<file path="config.mk">
export PLATFORM = sky130hd
export DESIGN_NAME = stream_mux_rr
export DESIGN_NICKNAME = d
export VERILOG_FILES = /design/src/rtl/stream_mux_rr.sv
export SDC_FILE = /design/constraint.sdc
export NUM_CORES = 1
export LEC_CHECK = 0
export ABC_AREA = 1
export CORE_MARGIN = 1
export CORE_UTILIZATION = 40
export DETAILED_ROUTE_END_ITERATION = 10
export PLACE_DENSITY = 0.81
export SETUP_SLACK_MARGIN = 0.15
export SLEW_MARGIN = 20
export SYNTH_ARGS = -nofsm -noshare
export SYNTH_HDL_FRONTEND = slang
export SYNTH_SLANG_ARGS = --single-unit
</file>
<file path="constraint.sdc">
create_clock -name clk -period 2 [get_ports clk]
set_clock_uncertainty 0.2 [all_clocks]
set_input_delay 0.4 -clock clk [delete_from_list [all_inputs] [get_ports clk]]
set_output_delay 0.4 -clock clk [all_outputs]
set_load 0.01 [all_outputs]
</file>
<file path="src/rtl/stream_mux_rr.sv">
// stream_mux_rr: N-input stream multiplexer with round-robin or fixed-priority
// arbitration feeding a single registered output slot.
module stream_mux_rr #(
    parameter  int W  = 4,
    parameter  int N  = 4,
    parameter  int RR = 1,
    localparam int SW = (N > 2) ? $clog2(N) : 1
) (
    input  logic            clk,
    input  logic            rst_n,
    input  logic [N*W-1:0]  in_data,
    input  logic [N-1:0]    in_valid,
    output logic [N-1:0]    in_ready,
    output logic [W-1:0]    out_data,
    output logic            out_valid,
    input  logic            out_ready,
    output logic [SW-1:0]   out_sel
);

    typedef enum logic {
        EMPTY = 1'b0,
        FULL  = 1'b1
    } state_e;

    state_e          state_q, state_d;
    logic [W-1:0]    data_q, data_d;
    logic [SW-1:0]   sel_q, sel_d;
    logic [SW-1:0]   ptr_q, ptr_d;

    logic [W-1:0]    chan [N];
    logic [SW-1:0]   grant;
    logic [SW-1:0]   grant_next;
    logic [W-1:0]    grant_data;
    logic            any_valid;
    logic            ld;
    logic            in_xfer;

    for (genvar gi = 0; gi < N; gi++) begin : g_unpack
        assign chan[gi] = in_data[gi*W +: W];
    end

    // Pick the first valid channel at or above the pointer, wrapping past N-1.
    // With fixed priority the pointer never leaves 0, so this is lowest-index-first.
    always_comb begin : grant_search
        int unsigned cand;
        logic [SW-1:0] idx;
        grant     = '0;
        any_valid = 1'b0;
        cand      = 0;
        idx       = '0;
        for (int unsigned off = 0; off < N; off++) begin
            cand = int'(ptr_q) + off;
            if (cand >= N) begin
                cand = cand - N;
            end
            idx = SW'(cand);
            if (!any_valid && in_valid[idx]) begin
                any_valid = 1'b1;
                grant     = idx;
            end
        end
    end

    assign grant_data = chan[grant];
    assign grant_next = (grant == SW'(N - 1)) ? '0 : grant + 1'b1;
    assign ld         = (state_q == EMPTY) || out_ready;
    assign in_xfer    = any_valid && ld;

    // One-hot ready to the granted channel; held low while in reset.
    always_comb begin
        in_ready = '0;
        if (in_xfer && rst_n) begin
            in_ready[grant] = 1'b1;
        end
    end

    // Output slot next-state: reload on any load opportunity, drain to EMPTY when idle.
    always_comb begin
        state_d = state_q;
        data_d  = data_q;
        sel_d   = sel_q;
        ptr_d   = ptr_q;
        case (state_q)
            EMPTY: begin
                if (any_valid) begin
                    state_d = FULL;
                end
            end
            FULL: begin
                if (out_ready && !any_valid) begin
                    state_d = EMPTY;
                end
            end
            default: state_d = EMPTY;
        endcase
        if (in_xfer) begin
            data_d = grant_data;
            sel_d  = grant;
            if (RR != 0) begin
                ptr_d = grant_next;
            end
        end
    end

    // State, output word and arbitration pointer registers.
    always_ff @(posedge clk or negedge rst_n) begin
        if (!rst_n) begin
            state_q <= EMPTY;
            data_q  <= '0;
            sel_q   <= '0;
            ptr_q   <= '0;
        end else begin
            state_q <= state_d;
            data_q  <= data_d;
            sel_q   <= sel_d;
            ptr_q   <= ptr_d;
        end
    end

    assign out_valid = (state_q == FULL);
    assign out_data  = data_q;
    assign out_sel   = sel_q;

endmodule

</file>
### Word-level counts from Yosys, hierarchy flattened

Cells that the tools add are included.
W data, S select, Z words.

| word-level totals | value |
|---|---|
| register bits after elaboration | 9 |
| input bits | 23 |

| cells by class | value |
|---|---|
| reduce and logical (&&, ||, !) cells | 12 |
| add/sub/neg operators | 8 |
| bitwise operators | 2 |
| magnitude comparators | 11 |
| muxes and demuxes | 30 |
| eq/ne operators | 1 |

Operators with widths:

| operator | number |
|---|---|
| $mux W2 | 9 |
| $lt A2 B3 Y1 const B | 5 |
| $ge A3 B3 Y1 const B | 4 |
| $mux W4 | 3 |
| $mux W1 | 11 |
| $bmux W1 S2 | 4 |
| $bmux W4 S2 | 1 |
| $sub A2 B1 Y2 const B | 4 |
| $logic_and A1 B1 Y1 | 7 |
| $add A2 B2 Y3 const B | 2 |
| $logic_not A1 Y1 | 4 |
| $add A2 B1 Y3 const B | 1 |
| $ge A2 B3 Y1 const B | 1 |
| $not A2 Y3 | 1 |
| $add A2 B1 Y2 const B | 1 |
| $demux W1 S2 | 1 |
| $eq A2 B2 Y1 const B | 1 |
| $ge A2 B1 Y1 const B | 1 |
| $pmux W1 S2 | 1 |
| $logic_or A1 B1 Y1 | 1 |
| $not A1 Y1 | 1 |

### Logic depth before layout (Yosys ltp)

| depth | value |
|---|---|
| word-level depth | 19 |
| mapped depth | 16 |
| depth with buffers taken out | 14 |

### Least setup slack after synthesis

OpenSTA, ideal clock, no wires.

| path | value |
|---|---|
| kind | reg2out |
| from | register ptr_q[0] |
| to | output in_ready[2] |
| setup slack | -234 ps |
| arrival time | 1634 ps |
| path buffers | 1 |
| stages on the path, launching flop included | 14 |
| required time | 1400 ps |
| cells stage by stage | dfrtp_1 > buf_6 > inv_6 > nand2_1 > nand3_1 > nand2_2 > nor2_4 > nand3_1 > nand3_1 > nand2_2 > inv_2 > ha_1 > inv_1 > nor2_1 |

| on the way | value |
|---|---|
| longest elaborated chain between the ends | 19 |
| elaborated cells on any way between the ends | 45 |
| those cells by class | add/sub: 7; order compare: 6; mux: 23; reduce/logical: 9 |

RTL lines:

| element | line | source |
|---|---|---|
| start, declared | 28 | `logic [SW-1:0] ptr_q, ptr_d;` |
| start signal, assigned | 116 | `ptr_q <= ptr_d;` |
| branches (longest 13 deep; another with $add A2 B1 Y3) | - |  |
| $mux W2 (*) | 57 | `if (!any_valid && in_valid[idx]) begin` |
| named net grant[1] | 31 | `logic [SW-1:0] grant;` |
| $lt A2 B3 Y1 (implied by the code) or $ge A2 B1 Y1 (tied branches) | 73 | `in_ready[grant] = 1'b1;` |
| $logic_and A1 B1 Y1 (implied by the code) | 73 |  |
| $mux W1 (implied by the code) | 73 |  |
| $demux W1 S2 (*) | 73 |  |
| $mux W4 (*) | 72 | `if (in_xfer && rst_n) begin` |
| end, declared | 13 | `output logic [N-1:0] in_ready,` |

Mark *: on every way through the listed nets, which the timed path passes. The select of a mux whose other input is x is not followed.

### Final worst setup path

Same ends and word-level chain as after synthesis.

==> impl_metrics.prom <==
# TYPE chip_impl_metric gauge
chip_impl_info{name="endpoint_kind",value="output port"} 1
chip_impl_metric{name="grtUsageMet3",unit="%"} 4.85
chip_impl_info{name="timing.critical_path.from",value="ptr_q[0]"} 1
chip_impl_metric{name="number_of_nets_at_the_end_of_the_flow",unit=""} 257
chip_impl_metric{name="number_of_standard_cells_in_the_layout_taps_in_and_fillers_out",unit=""} 257
chip_impl_info{name="rsz0062_at_grt",value="true"} 1
chip_impl_metric{name="replace_congestion",unit=""} 0.941
chip_impl_metric{name="warnings_synthesis",unit=""} 0
chip_impl_info{name="startpoint_type",value="register"} 1
chip_impl_metric{name="io_buffer_count",unit=""} 33
chip_impl_metric{name="vias_in_the_first_global_route",unit=""} 1332
chip_impl_metric{name="avg_synthesized_cell_area",unit="µm²"} 6.02
chip_impl_metric{name="worst-slew-pin-transition",unit="ns"} 0.247
chip_impl_metric{name="crit_path_max_fanout",unit=""} 6
chip_impl_info{name="dominantRegCellSynth",value="dfrtp_1"} 1
chip_impl_metric{name="tritoncts_num_sinks",unit=""} 9
chip_impl_metric{name="final.min_clock_period",unit="ns"} 2.80
chip_impl_metric{name="synth.yosys.seq_area_share",unit="%"} 24.3
chip_impl_metric{name="setup-violations-final",unit=""} 12
chip_impl_metric{name="antenna_found_initial",unit=""} 0
chip_impl_metric{name="max-clock-path-buffers",unit=""} 2
chip_impl_metric{name="floorplan.die_area",unit="µm²"} 2510
chip_impl_metric{name="synth-edff-count",unit=""} 0
chip_impl_metric{name="groute.layer.met1.usage",unit="%"} 40.8
chip_impl_metric{name="placementRows",unit=""} 17
chip_impl_metric{name="cts.reportedPaths.clkPinSlew",unit="ns"} 0.05
chip_impl_metric{name="post_route_utilization",unit="%"} 84.1
chip_impl_metric{name="detail_route.first_pass.iterations",unit=""} 5
chip_impl_metric{name="vias",unit=""} 1412
chip_impl_metric{name="route.detailed.vias_per_inst",unit=""} 5.49
chip_impl_metric{name="htreeDepth",unit=""} 1
chip_impl_metric{name="routed_wl",unit="µm"} 4550
chip_impl_metric{name="ioPinCount",unit=""} 34
chip_impl_info{name="min_from",value="out_data[0]"} 1
chip_impl_metric{name="placed_cells",unit=""} 234
chip_impl_metric{name="drt.antenna.violating_nets",unit=""} 0
chip_impl_metric{name="global_route.usage.met2",unit="%"} 56.9
chip_impl_metric{name="floorplan.core_area",unit="µm²"} 2190
chip_impl_metric{name="dieWidth",unit="µm"} 50.1
chip_impl_metric{name="cts_hold_buffers",unit=""} 0
chip_impl_metric{name="worst-endpoint-arrival",unit="ns"} 2.20
chip_impl_metric{name="post_route_cells_drive_above_1_share",unit="%"} 51.1
chip_impl_info{name="critPathKind",value="reg -> out"} 1
chip_impl_metric{name="layout_worst_path_cycle_share",unit="%"} 140
chip_impl_metric{name="post-dp-hpwl",unit="µm"} 2150
chip_impl_metric{name="placement.cell_area",unit="µm²"} 1460
chip_impl_metric{name="required",unit="ns"} 1.40
chip_impl_metric{name="diodes",unit=""} 0
chip_impl_metric{name="max-cap-violations",unit=""} 0
chip_impl_metric{name="netlist_instances",unit=""} 154
chip_impl_metric{name="grt_remaining_overflow",unit=""} 0
chip_impl_info{name="r2r_start",value="ptr_q[0]"} 1
chip_impl_metric{name="fin_ws",unit="ns"} -0.800
chip_impl_info{name="tritoncts",value="done"} 1
chip_impl_metric{name="drcViolationCount",unit=""} 0
chip_impl_info{name="worstHoldPathType",value="reg -> reg"} 1
chip_impl_metric{name="post_syn_nets",unit=""} 181
chip_impl_metric{name="drt-initial-drc-count",unit=""} 69
chip_impl_info{name="violations_in_the_final_reports",value="negative setup slack"} 1
chip_impl_metric{name="final_non_filler_cell_area",unit="µm²"} 1840
chip_impl_metric{name="slew_violations",unit=""} 0
chip_impl_metric{name="numCtsBuffers",unit=""} 3
chip_impl_info{name="status",value="finished with violations"} 1
chip_impl_metric{name="synth.ff_latch_count",unit=""} 9
chip_impl_metric{name="start_util",unit="%"} 42.3
chip_impl_metric{name="wire_length_of_the_first_global_routing_pass",unit="µm"} 6180
chip_impl_info{name="clock_tree.root_cell",value="clkbuf_4"} 1
chip_impl_metric{name="synthArstFlopShare",unit="%"} 100
chip_impl_metric{name="chip_height",unit="µm"} 50.1
chip_impl_metric{name="wl_per_cell",unit="µm"} 17.7
chip_impl_metric{name="ys_types",unit=""} 19
chip_impl_metric{name="slew-limit-headroom",unit="%"} 83.3
chip_impl_metric{name="grt_start_max_net_pins",unit=""} 11
chip_impl_metric{name="area.growth.synth_to_final",unit="%"} 98.7
chip_impl_metric{name="worst_skew_pair.late_latency",unit="ns"} 0.25
chip_impl_info{name="gr-max-usage-layer",value="met2"} 1
chip_impl_metric{name="max_freq",unit="MHz"} 357
chip_impl_metric{name="grt_usage",unit="%"} 33.1
chip_impl_metric{name="hold_viol",unit=""} 0
chip_impl_metric{name="mappedNetlistArea",unit="µm²"} 927
layout make-up:
type | count | area (µm²)
Inverter | 30 | 128
Multi-Input combinational cell | 113 | 786
Tap cell | 28 | 35.0
Clock buffer | 4 | 26.3
Timing Repair Buffer | 73 | 641
Fill cell | 117 | 349
Sequential cell | 9 | 226
Yosys cell counts, types with 2 or more instances:
| cell | instances | share of area (%) |
|---|---|---|
| nand3_1 | 15 | 8.1 |
| dfrtp_1 | 9 | 24 |
| nand2_2 | 9 | 6.1 |
| o21ai_0 | 3 | 1.6 |
| nand3_2 | 2 | 2.2 |
| nand2_1 | 62 | 25 |
| inv_1 | 25 | 10 |
| nand4_1 | 6 | 4.0 |
| ha_1 | 4 | 5.4 |
| inv_2 | 4 | 1.6 |
| buf_6 | 2 | 2.4 |
| nor2_1 | 6 | 2.4 |
state kept, by name (all words and copies together) (netlist names):
name	cells
ptr_q	2
out_valid	1
out_sel	2
out_data	4
final timing paths:
check	endpoint	slack (ns)	cells after the start
min in group asynchronous	out_data[3]	0.35	2
hold reg to reg	out_data[0]	0.30	2
hold / removal	out_data[0]	0.30	2
max in group asynchronous	ptr_q[0]	1.10	2
setup reg to reg	out_data[3]	-0.69	19
setup / recovery	in_ready[2]	-0.80	14
critical path: stages (launching register included):
cell	delay, ns
dfrtp_2	0.49
buf_6	0.17
nand2_2	0.06
nand2_2	0.08
nand2_2	0.10
nand2_4	0.08
nor2_4	0.19
nand3_2	0.10
nand3_2	0.09
nand2_4	0.08
inv_4	0.09
ha_4	0.13
inv_2	0.03
nor2_2	0.10
buf_2	0.15
layer usage:
layer | share of wire, % | wire, µm
met3 | 6.0 | 271
met4 | 4.1 | 186
met1 | 39 | 1790
met5 | 0 | 0
met2 | 51 | 2300
cells in the final DEF, fill, tap and decap left out:
cell type and instances:
nand3_1 7, clkbuf_4 3, nor2_1 1, buf_6 10, inv_8 1, o21ai_0 1, inv_1 15, o21ai_2 2
dfrtp_2 1, nand2_4 10, nand2_2 20, dlygate4sd2_1 4, ha_1 1, dfrtp_1 8, ha_4 2, o21ai_1 1
clkbuf_1 1, clkdlybuf4s50_1 25, nand4_1 6, inv_2 11, buf_4 29, nand3_2 7, nor2_2 6, buf_2 5
inv_4 3, nor3_4 1, o21a_1 1, nor2_4 1, nand3_4 4, nand2_1 41, ha_2 1
timing repair:
item | in CTS | in global routing
cloned | 1 | 0
pin swaps | 17 | 19
setup endpoints to repair | 12 | 12
resized for setup | 69 | 23
buffers inserted | 16 | 3
kinds of logic after synthesis:
logic type                 after synthesis  synth area share [%]
AOI/OAI and AO/OA                        5                  2.97
adders and majority gates                4                  5.40
buffers and inverters                   32                  15.1
DFF                                      9                  24.3
and+or+nand+nor                        104                  52.2
metrics by stage:
stage,hold slack (ns),setup slack [ns],setup TNS [ns]
final,0.297,-0.800,-6.73
after global routing,0.309,-0.887,-7.77
after CTS,0.287,-0.601,-4.85
after detailed placement,0.275,-1.14,-7.86
after global placement,0.266,-1.07,-6.80
after floorplan,-0.0956,-0.166,-0.597
Power is left out: the tool's default activity adds up to more than one toggle a clock period on the data nets, which glitch-free logic cannot reach.
